[src/rtl/pipe_hazard_sequencer_if.sv]
// Control bundle between the hazard sequencer and the pipeline datapath.
// The master side raises the hazard, branch, memory and interrupt requests
// and consumes the stall, flush and PC-select controls.
interface pipe_hazard_sequencer_if;
  logic       lw_hazard_i;
  logic       branch_taken_i;
  logic       mret_i;
  logic       mem_req_i;
  logic       mem_ack_i;
  logic       irq_i;
  logic       irq_en_i;
  logic       stall_f;
  logic       stall_d;
  logic       stall_e;
  logic       flush_d;
  logic       flush_e;
  logic [1:0] pc_sel;
  logic       epc_we;
  logic [1:0] trap_cause;
  logic [2:0] state_o;

  modport master (
    output lw_hazard_i, branch_taken_i, mret_i, mem_req_i, mem_ack_i, irq_i, irq_en_i,
    input  stall_f, stall_d, stall_e, flush_d, flush_e, pc_sel, epc_we, trap_cause, state_o
  );

  modport slave (
    input  lw_hazard_i, branch_taken_i, mret_i, mem_req_i, mem_ack_i, irq_i, irq_en_i,
    output stall_f, stall_d, stall_e, flush_d, flush_e, pc_sel, epc_we, trap_cause, state_o
  );
endinterface

[src/rtl/pipe_hazard_sequencer.sv]
// Pipeline-control FSM for the 3-stage core: arbitrates load-use stalls,
// branch/mret redirects, multi-cycle data memory and interrupt/timeout traps
// into one consistent set of stall/flush/PC-select controls per cycle.
// Outputs are Mealy: decoded from the registered state and the live inputs.
module pipe_hazard_sequencer #(
  parameter int MEM_TIMEOUT  = 16,
  parameter int FLUSH_CYCLES = 1
) (
  input logic                    clk,
  input logic                    rst_n,
  pipe_hazard_sequencer_if.slave bus
);

  localparam int WCW = $clog2(MEM_TIMEOUT + 1);
  localparam int FCW = (FLUSH_CYCLES > 1) ? $clog2(FLUSH_CYCLES + 1) : 1;

  localparam logic [1:0] CAUSE_IRQ = 2'b01;
  localparam logic [1:0] CAUSE_TMO = 2'b10;

  typedef enum logic [2:0] {
    RUN      = 3'd0,
    MEM_WAIT = 3'd1,
    FLUSH    = 3'd2,
    TRAP     = 3'd3
  } state_t;

  state_t           state_reg, state_next;
  logic [WCW-1:0]   wait_cnt_reg, wait_cnt_next;
  logic [FCW-1:0]   flush_cnt_reg, flush_cnt_next;
  logic             irq_pend_reg, irq_pend_next;
  logic [1:0]       cause_reg, cause_next;
  logic             irq_take;

  logic       stall_f, stall_d, stall_e, flush_d, flush_e, epc_we;
  logic [1:0] pc_sel, trap_cause;

  // State and counter registers; reset aborts any wait, flush or pending trap.
  always_ff @(posedge clk or negedge rst_n) begin
    if (!rst_n) begin
      state_reg     <= RUN;
      wait_cnt_reg  <= '0;
      flush_cnt_reg <= '0;
      irq_pend_reg  <= 1'b0;
      cause_reg     <= 2'b00;
    end else begin
      state_reg     <= state_next;
      wait_cnt_reg  <= wait_cnt_next;
      flush_cnt_reg <= flush_cnt_next;
      irq_pend_reg  <= irq_pend_next;
      cause_reg     <= cause_next;
    end
  end

  // Next-state and counter logic; RUN arbitrates irq > redirect > mem wait.
  always_comb begin
    state_next     = state_reg;
    wait_cnt_next  = wait_cnt_reg;
    flush_cnt_next = flush_cnt_reg;
    cause_next     = cause_reg;
    irq_take       = 1'b0;
    case (state_reg)
      RUN: begin
        if (irq_pend_reg && !bus.branch_taken_i && !bus.mem_req_i) begin
          // Interrupt waits for the E-stage branch or memory access to retire.
          state_next = TRAP;
          cause_next = CAUSE_IRQ;
          irq_take   = 1'b1;
        end else if (bus.branch_taken_i || bus.mret_i) begin
          if (FLUSH_CYCLES > 1) begin
            state_next     = FLUSH;
            flush_cnt_next = FCW'(1);
          end
        end else if (bus.mem_req_i && !bus.mem_ack_i) begin
          state_next    = MEM_WAIT;
          wait_cnt_next = WCW'(1);
        end
      end
      MEM_WAIT: begin
        if (bus.mem_ack_i) begin
          // Ack wins over a timeout in the same cycle.
          state_next    = RUN;
          wait_cnt_next = '0;
        end else if (wait_cnt_reg == WCW'(MEM_TIMEOUT - 1)) begin
          state_next    = TRAP;
          cause_next    = CAUSE_TMO;
          wait_cnt_next = '0;
        end else begin
          wait_cnt_next = wait_cnt_reg + WCW'(1);
        end
      end
      FLUSH: begin
        if (flush_cnt_reg == FCW'(FLUSH_CYCLES - 1)) begin
          state_next     = RUN;
          flush_cnt_next = '0;
        end else begin
          flush_cnt_next = flush_cnt_reg + FCW'(1);
        end
      end
      TRAP: begin
        state_next = RUN;
      end
      default: begin
        state_next = RUN;
      end
    endcase
    // A taken irq clears the latch even if the level is still high.
    irq_pend_next = irq_take ? 1'b0 : (irq_pend_reg | (bus.irq_i & bus.irq_en_i));
  end

  // Mealy output decode; flush dominates stall on a stage, reset forces all low.
  always_comb begin
    stall_f    = 1'b0;
    stall_d    = 1'b0;
    stall_e    = 1'b0;
    flush_d    = 1'b0;
    flush_e    = 1'b0;
    pc_sel     = 2'b00;
    epc_we     = 1'b0;
    trap_cause = 2'b00;
    case (state_reg)
      RUN: begin
        if (irq_pend_reg && !bus.branch_taken_i && !bus.mem_req_i) begin
          // Decision cycle only; the redirect happens in TRAP.
        end else if (bus.branch_taken_i || bus.mret_i) begin
          flush_d = 1'b1;
          pc_sel  = bus.mret_i ? 2'b11 : 2'b01;
        end else if (bus.mem_req_i && !bus.mem_ack_i) begin
          stall_f = 1'b1;
          stall_d = 1'b1;
          stall_e = 1'b1;
        end else if (bus.lw_hazard_i) begin
          stall_f = 1'b1;
          stall_d = 1'b1;
          flush_e = 1'b1;
        end
      end
      MEM_WAIT: begin
        if (!bus.mem_ack_i) begin
          stall_f = 1'b1;
          stall_d = 1'b1;
          stall_e = 1'b1;
        end
      end
      FLUSH: begin
        flush_d = 1'b1;
      end
      TRAP: begin
        pc_sel     = 2'b10;
        flush_d    = 1'b1;
        flush_e    = 1'b1;
        epc_we     = 1'b1;
        trap_cause = cause_reg;
      end
      default: begin
      end
    endcase
    stall_d = stall_d & ~flush_d;
    stall_e = stall_e & ~flush_e;
    if (!rst_n) begin
      stall_f    = 1'b0;
      stall_d    = 1'b0;
      stall_e    = 1'b0;
      flush_d    = 1'b0;
      flush_e    = 1'b0;
      pc_sel     = 2'b00;
      epc_we     = 1'b0;
      trap_cause = 2'b00;
    end
  end

  assign bus.stall_f    = stall_f;
  assign bus.stall_d    = stall_d;
  assign bus.stall_e    = stall_e;
  assign bus.flush_d    = flush_d;
  assign bus.flush_e    = flush_e;
  assign bus.pc_sel     = pc_sel;
  assign bus.epc_we     = epc_we;
  assign bus.trap_cause = trap_cause;
  assign bus.state_o    = state_reg;

endmodule

[src/flat_wrapper.sv]
// flat-port wrapper written by rule: the top's interface ports become plain ports
module pipe_hazard_sequencer_flat 
#(
  parameter int MEM_TIMEOUT  = 16,
  parameter int FLUSH_CYCLES = 1
)
  (clk, rst_n, bus_lw_hazard_i, bus_branch_taken_i, bus_mret_i, bus_mem_req_i, bus_mem_ack_i, bus_irq_i, bus_irq_en_i, bus_stall_f, bus_stall_d, bus_stall_e, bus_flush_d, bus_flush_e, bus_pc_sel, bus_epc_we, bus_trap_cause, bus_state_o);
  pipe_hazard_sequencer_if bus_i ();
  input logic clk;
  input logic rst_n;
  input wire logic [$bits(bus_i.lw_hazard_i)-1:0] bus_lw_hazard_i;
  input wire logic [$bits(bus_i.branch_taken_i)-1:0] bus_branch_taken_i;
  input wire logic [$bits(bus_i.mret_i)-1:0] bus_mret_i;
  input wire logic [$bits(bus_i.mem_req_i)-1:0] bus_mem_req_i;
  input wire logic [$bits(bus_i.mem_ack_i)-1:0] bus_mem_ack_i;
  input wire logic [$bits(bus_i.irq_i)-1:0] bus_irq_i;
  input wire logic [$bits(bus_i.irq_en_i)-1:0] bus_irq_en_i;
  output wire logic [$bits(bus_i.stall_f)-1:0] bus_stall_f;
  output wire logic [$bits(bus_i.stall_d)-1:0] bus_stall_d;
  output wire logic [$bits(bus_i.stall_e)-1:0] bus_stall_e;
  output wire logic [$bits(bus_i.flush_d)-1:0] bus_flush_d;
  output wire logic [$bits(bus_i.flush_e)-1:0] bus_flush_e;
  output wire logic [$bits(bus_i.pc_sel)-1:0] bus_pc_sel;
  output wire logic [$bits(bus_i.epc_we)-1:0] bus_epc_we;
  output wire logic [$bits(bus_i.trap_cause)-1:0] bus_trap_cause;
  output wire logic [$bits(bus_i.state_o)-1:0] bus_state_o;
  assign bus_i.lw_hazard_i = bus_lw_hazard_i;
  assign bus_i.branch_taken_i = bus_branch_taken_i;
  assign bus_i.mret_i = bus_mret_i;
  assign bus_i.mem_req_i = bus_mem_req_i;
  assign bus_i.mem_ack_i = bus_mem_ack_i;
  assign bus_i.irq_i = bus_irq_i;
  assign bus_i.irq_en_i = bus_irq_en_i;
  assign bus_stall_f = bus_i.stall_f;
  assign bus_stall_d = bus_i.stall_d;
  assign bus_stall_e = bus_i.stall_e;
  assign bus_flush_d = bus_i.flush_d;
  assign bus_flush_e = bus_i.flush_e;
  assign bus_pc_sel = bus_i.pc_sel;
  assign bus_epc_we = bus_i.epc_we;
  assign bus_trap_cause = bus_i.trap_cause;
  assign bus_state_o = bus_i.state_o;
  pipe_hazard_sequencer #(.MEM_TIMEOUT(MEM_TIMEOUT), .FLUSH_CYCLES(FLUSH_CYCLES)) u_core (.clk(clk), .rst_n(rst_n), .bus(bus_i));
endmodule
[config.mk]
export PLATFORM = sky130hd
export DESIGN_NAME = pipe_hazard_sequencer_flat
export DESIGN_NICKNAME = d
export VERILOG_FILES = /design/src/rtl/pipe_hazard_sequencer_if.sv /design/src/rtl/pipe_hazard_sequencer.sv /design/src/flat_wrapper.sv
export SDC_FILE = /design/constraint.sdc
export NUM_CORES = 1
export LEC_CHECK = 0
export ABC_AREA = 1
export ABC_CLOCK_PERIOD_IN_PS = 2500
export BUFFER_PORTS_ARGS = -buffer_cell sky130_fd_sc_hd__buf_2
export CAP_MARGIN = 40
export CORE_MARGIN = 4
export CORE_UTILIZATION = 45
export DETAILED_ROUTE_END_ITERATION = 7
export PLACE_DENSITY_LB_ADDON = 0.05
export SYNTH_ARGS = -nofsm -noshare
export SYNTH_HDL_FRONTEND = slang
export SYNTH_SLANG_ARGS = --single-unit
[constraint.sdc]
create_clock -name clk -period 2.5 [get_ports clk]
set_input_delay 0.125 -clock clk [delete_from_list [all_inputs] [get_ports clk]]
set_output_delay 0.125 -clock clk [all_outputs]
set_load 0.02 [all_outputs]
==> results of run 1 <==
[metal layers]
metal / share of wire, % / global-route usage, %
met2: 48 / 24.89
met3: 6.7 / 4.518
met4: 0.76 / 4.147
met5: 0 / 0
met1: 44 / 18.44
[power groups by stage]
| stage | Clock [uW] | Sequential [uW] | Combinational [uW] |
|---|---|---|---|
| 2_1_floorplan | 0 | 269 | 416 |
| 3_3_place_gp | 0 | 256 | 555 |
| 3_5_place_dp | 0 | 261 | 565 |
| 4_1_cts | 109 | 259 | 569 |
| 5_1_grt | 122 | 266 | 636 |
| 6_report | 102 | 257 | 564 |
[stage by stage]
| stage | area [sq um] | worst slack, ps | hold WS [ps] | utilization [%] | power, uW |
|---|---|---|---|---|---|
| 6_report | 924.6 | 569.2 | 121.6 | 58.65 | 922.8 |
| 4_1_cts | 924.6 | 551.7 | 118.7 | 58.65 | 936.6 |
| 3_5_place_dp | 892.1 | 864.8 | 32.93 | 56.59 | 826.8 |
| 3_3_place_gp | 892.1 | 876.6 | 29.59 | 56.59 | 811.0 |
| 2_1_floorplan | 779.5 | 897.2 | -170.6 | - | 684.6 |
| 5_1_grt | 924.6 | 402.6 | 132.9 | 58.65 | 1025 |
[cells in the mapped netlist]
master | count | share of area [%]
a21boi_1 | 2 | 1.9
a21oi_1 | 5 | 3.2
and2_1 | 1 | 0.80
buf_4 | 1 | 0.96
conb_1 | 1 | 0.48
dfrtp_1 | 10 | 32
ha_1 | 6 | 9.6
inv_1 | 17 | 8.2
inv_2 | 4 | 1.9
nand2_1 | 27 | 13
nand2_2 | 6 | 4.8
nand3_1 | 8 | 5.1
nand3_2 | 1 | 1.3
nand4_1 | 4 | 3.2
nor2_1 | 11 | 5.3
nor2_2 | 2 | 1.6
nor2b_1 | 1 | 0.80
o211ai_1 | 1 | 0.96
o21ai_0 | 1 | 0.64
o21ai_1 | 5 | 3.2
or2_2 | 1 | 0.80
[cells by family after synthesis]
kind of cell,count (synthesis),synth area share (%)
AO/OA/AOI/OAI,14,9.950
other,1,0.4811
adder cells (fa/ha/maj),6,9.631
flip-flops,10,32.10
buffers and inverters,22,11.08
AND/OR/NAND/NOR,62,36.76
[critical path, delay by kind of cell, from the launching register on]
family                     cells  cell delay [ps]
buffers and inverters          3              410
adders and majority gates      1              310
AOI/OAI and AO/OA              1              180
DFF                            1              430
and+or+nand+nor                2              220
[worst paths after layout]
check,end,slack [ps]
max reg2reg,u_core.bus.state_o[1],1040
max in group asynchronous,u_core.wait_cnt_reg[1],1970
min,u_core.irq_pend_reg,120
min reg2reg,u_core.cause_reg[1],470
min in group asynchronous,u_core.bus.state_o[0],290
max,bus_stall_d,570
[final cells by class]
class	instances	area [sq um]	area share, %
well taps	16	20.02	2.165
inverters	21	78.83	8.525
flip-flops and latches	10	250.2	27.06
clock buffers	3	22.52	2.436
repair buffers	21	110.1	11.91
multi-input cells	83	442.9	47.90
==> flow_summary.json, run 1 <==
{
  "syn_inst": 115,
  "cpPeakStageDelay_ps": 430,
  "grt-ovfl-total": 0,
  "hold_buffers": 1,
  "crit_fanout": 6,
  "p_int_uw": 463.5,
  "worstSetupEndpointType": "primary output",
  "critPathRequiredTime_ps": 2380,
  "cts_sinks": 10,
  "status": "finished, final reports clean",
  "crit_path_start_kind": "register",
  "setup_viol": 0,
  "yosysWarnings": 0,
  "antenna_found_initial": 0,
  "maxCapViolCount": 0,
  "layout.cells.most_common": "nand2_1",
  "drt_iter0_markers": 26,
  "cts_resized": 0,
  "largest_reg_flops": 5,
  "viasPerCell": 5.058,
  "clk_pin_slew_worst_paths_ps": 60,
  "die_h_um": 49.62,
  "finalCritPeriodShare_pct": 77.23,
  "drive_gt1_share_pct": 26.81,
  "reg2reg_from": "u_core.bus.state_o[1]",
  "fill_cells": 162,
  "cts_root_buf": "clkbuf_4",
  "vias": 779,
  "dieArea_sq_um": 2462,
  "hold_path_depth": 3,
  "switching_share_pct": 49.78,
  "hold_viol_final": 0,
  "core_area_sq_um": 1577,
  "combPwrFrac_pct": 61.1,
  "seqPwrFrac_pct": 27.9,
  "fmax_mhz": 517.9,
  "cts_setup_buffers": 0,
  "die_w_um": 49.62,
  "ys_types": 21,
  "critPathKind": "reg2out",
  "syn_to_final_growth_pct": 18.62,
  "critical_path.slowest_cell": "dfrtp_1",
  "drc": 0,
  "dp_hpwl_um": 1403,
  "min_path_type": "in2reg",
  "p_leak_uw": 0.0005554,
  "synth_seq_cells": 10,
  "clock_power_share_pct": 11.0,
  "skew_ps": 0.8759,
  "rr_worst_depth": 8,
  "switchingPower_uw": 459.4,
  "cts_made_buffers": 3,
  "wirelength_um": 1712,
  "grt_pass1_wl_um": 2870,
  "ir_drop_mv": 0.4607,
  "grt.total_usage_pct": 14.92,
  "power_density_nw_per_um2": 998.0,
  "n_antenna_cell": 0,
  "antenna_left": 0,
  "dp_cells": 150,
  "routabilityCongestion": 0.8463,
  "cts_tree": "yes",
  "rows": 14,
  "cp.arrival_ps": 1810,
  "fin_setup_tns_ps": 0,
  "startpoint": "u_core.bus.state_o[1]",
  "wl_per_cell_um": 11.12,
  "path_cells": "inv_1 -> ha_1 -> inv_1 -> o211ai_1 -> nand3_1 -> nor2_1 -> buf_2",
  "synth_nets": 130,
  "ys_seq_area_share_pct": 32.10,
  "first_pass_iters": 5,
  "h-tree-depth": 1,
  "port_buffers": 20,
  "clockBufferDepth": 2,
  "rsz0062_at_grt": "no",
  "layout.cells.non_filler": 154,
  "synth_area_sq_um": 779.5,
  "syn_avg_cell_area_sq_um": 6.778,
  "clkLatencyLatePin_ps": 260,
  "slew_violations": 0,
  "ios": 22,
  "min_from": "bus_irq_en_i",
  "grt_pass1_vias": 709,
  "final_cell_mix": "nand2_1 (27), buf_2 (20), inv_1 (17), nor2_1 (11), dfrtp_1 (10)",
  "fin_crit_ps": 1931,
  "nets": 155,
  "grt_max_degree": 16,
  "crit_top_cell": "inv_1",
  "start_util_pct": 49.44
}
Power figures use the tool's default switching activity.
==> run 2, diff against run 1 <==
- ABC_CLOCK_PERIOD_IN_PS: 2500 -> 1600
- clock period: 2.5 -> 1.6 ns (I/O delays scaled with it)
==> flow_summary.json, run 2 (synthesis results as in run 1) <==
{
  "met2_length_um": 965,
  "syn_to_final_growth_pct": 42.05,
  "fin_crit_ps": 1620,
  "core_area_sq_um": 1577,
  "hold_viol_final": 0,
  "violations": "setup timing",
  "grt_max_degree": 11,
  "grt_pass1_wl_um": 3180,
  "wl_met1_um": 839,
  "clkLatencyLatePin_ps": 260,
  "fmax_mhz": 617.2,
  "first_pass_iters": 4,
  "crit_fanout": 5,
  "critPathKind": "reg2out",
  "cts_made_buffers": 3,
  "dp_cells": 152,
  "routabilityCongestion": 0.8501,
  "whs_ps": 82.80,
  "finalCritPeriodShare_pct": 101.3,
  "worstSetupEndpointType": "primary output",
  "cts_root_buf": "clkbuf_4",
  "antenna_found_initial": 0,
  "drt_iter0_markers": 14,
  "start_util_pct": 49.44,
  "min_path_type": "in2reg",
  "h-tree-depth": 1,
  "clockBufferDepth": 2,
  "setup_slack_ps": -20.35,
  "critPathRequiredTime_ps": 1520,
  "cts_tree": "yes",
  "clk_pin_slew_worst_paths_ps": 70,
  "die_w_um": 49.62,
  "largest_reg_flops": 5,
  "grt.total_usage_pct": 16.32,
  "layout.cells.non_filler": 164,
  "die_h_um": 49.62,
  "port_buffers": 20,
  "viasPerCell": 5.091,
  "final_cell_mix": "nand2_1 (24), buf_2 (13), buf_4 (13), inv_1 (12), nor2_1 (11)",
  "cp.arrival_ps": 1540,
  "nets": 164,
  "drc": 0,
  "status": "finished with violations",
  "ios": 22,
  "dp_hpwl_um": 1367,
  "slew_violations": 0,
  "n_antenna_cell": 0,
  "wirelength_um": 1924,
  "cts_sinks": 10,
  "grt_pass1_vias": 776,
  "p_leak_uw": 0.0006149,
  "layout.cells.most_common": "nand2_1",
  "ir_drop_mv": 0.8962,
  "skew_ps": 7.856,
  "wl_per_cell_um": 11.73,
  "rsz0062_at_grt": "yes",
  "dieArea_sq_um": 2462,
  "maxCapViolCount": 0,
  "vias": 835,
  "drive_gt1_share_pct": 43.24,
  "antenna_left": 0,
  "wl_met3_um": 94,
  "rows": 14,
  "power_density_nw_per_um2": 1706,
  "setup_viol": 2,
  "place_worst_setup_slack_ps": 95.14,
  "top_layer": "met4",
  "grt-ovfl-total": 0,
  "crit_path_start_kind": "register"
}
[run 2: power breakdown]
group	internal [uW]	leakage, uW	switching, uW	total [uW]
sequential	340	0.000125	66.1	406
combinational	540	0.000469	722	1260
clock	138	0.0000210	82.4	220
total	1020	0.000615	871	1890
[run 2: worst max-delay path: stages (launching register included)]
cell,delay (ps)
dfrtp_2,460
inv_4,90
ha_4,190
nand2_4,80
o21ai_2,150
nor2b_4,180
buf_6,120
[run 2: what timing repair did]
| action | 4_1_cts | 5_1_grt |
|---|---|---|
| setup buffers | 3 | 4 |
| hold buffers | 1 | 0 |
| endpoints found under the setup margin | 7 | 7 |
| endpoints found under the hold margin | 10 | 0 |
| pin swaps | 4 | 3 |
| resized for setup | 14 | 19 |
[run 2: through the flow]
stage / TNS (ps) / power (uW) / utilization [%] / area (sq um)
floorplan: 0 / 1070 / - / 779.5
CTS: -41.42 / 1688 / 64.68 / 1020
finish: -20.93 / 1889 / 70.24 / 1107
global placement: 0 / 1297 / 57.54 / 907.1
global route: -449.9 / 2065 / 70.24 / 1107
detailed placement: 0 / 1306 / 57.54 / 907.1
[run 2: routing by layer]
layer	global-route usage, %	vias to the layer above
li1	-	428
met1	19.96	387
met2	28.19	18
met3	4.819	2
met4	3.226	0
met5	0	-
[run 2: area by class of cell]
| class | instances | area (sq um) |
|---|---|---|
| multi-input cells | 83 | 509.2 |
| fillers | 144 | 469.2 |
| flip-flops and latches | 10 | 251.5 |
| repair buffers | 30 | 206.4 |
| inverters | 21 | 83.83 |
| clock buffers | 4 | 36.28 |
| well taps | 16 | 20.02 |
[run 2: worst paths after layout]
check                                         end             startpoint  cells past startpoint  slack, ps
min in group asynchronous   u_core.bus.state_o[1]                  rst_n                      2        390
max in group asynchronous   u_core.bus.state_o[0]                  rst_n                      2        870
max reg2reg                u_core.wait_cnt_reg[0]  u_core.bus.state_o[1]                     10        170
max                                   bus_flush_e  u_core.bus.state_o[0]                      6        -20
min                           u_core.irq_pend_reg           bus_irq_en_i                      3         80
min reg2reg                   u_core.cause_reg[1]    u_core.cause_reg[1]                      2        490
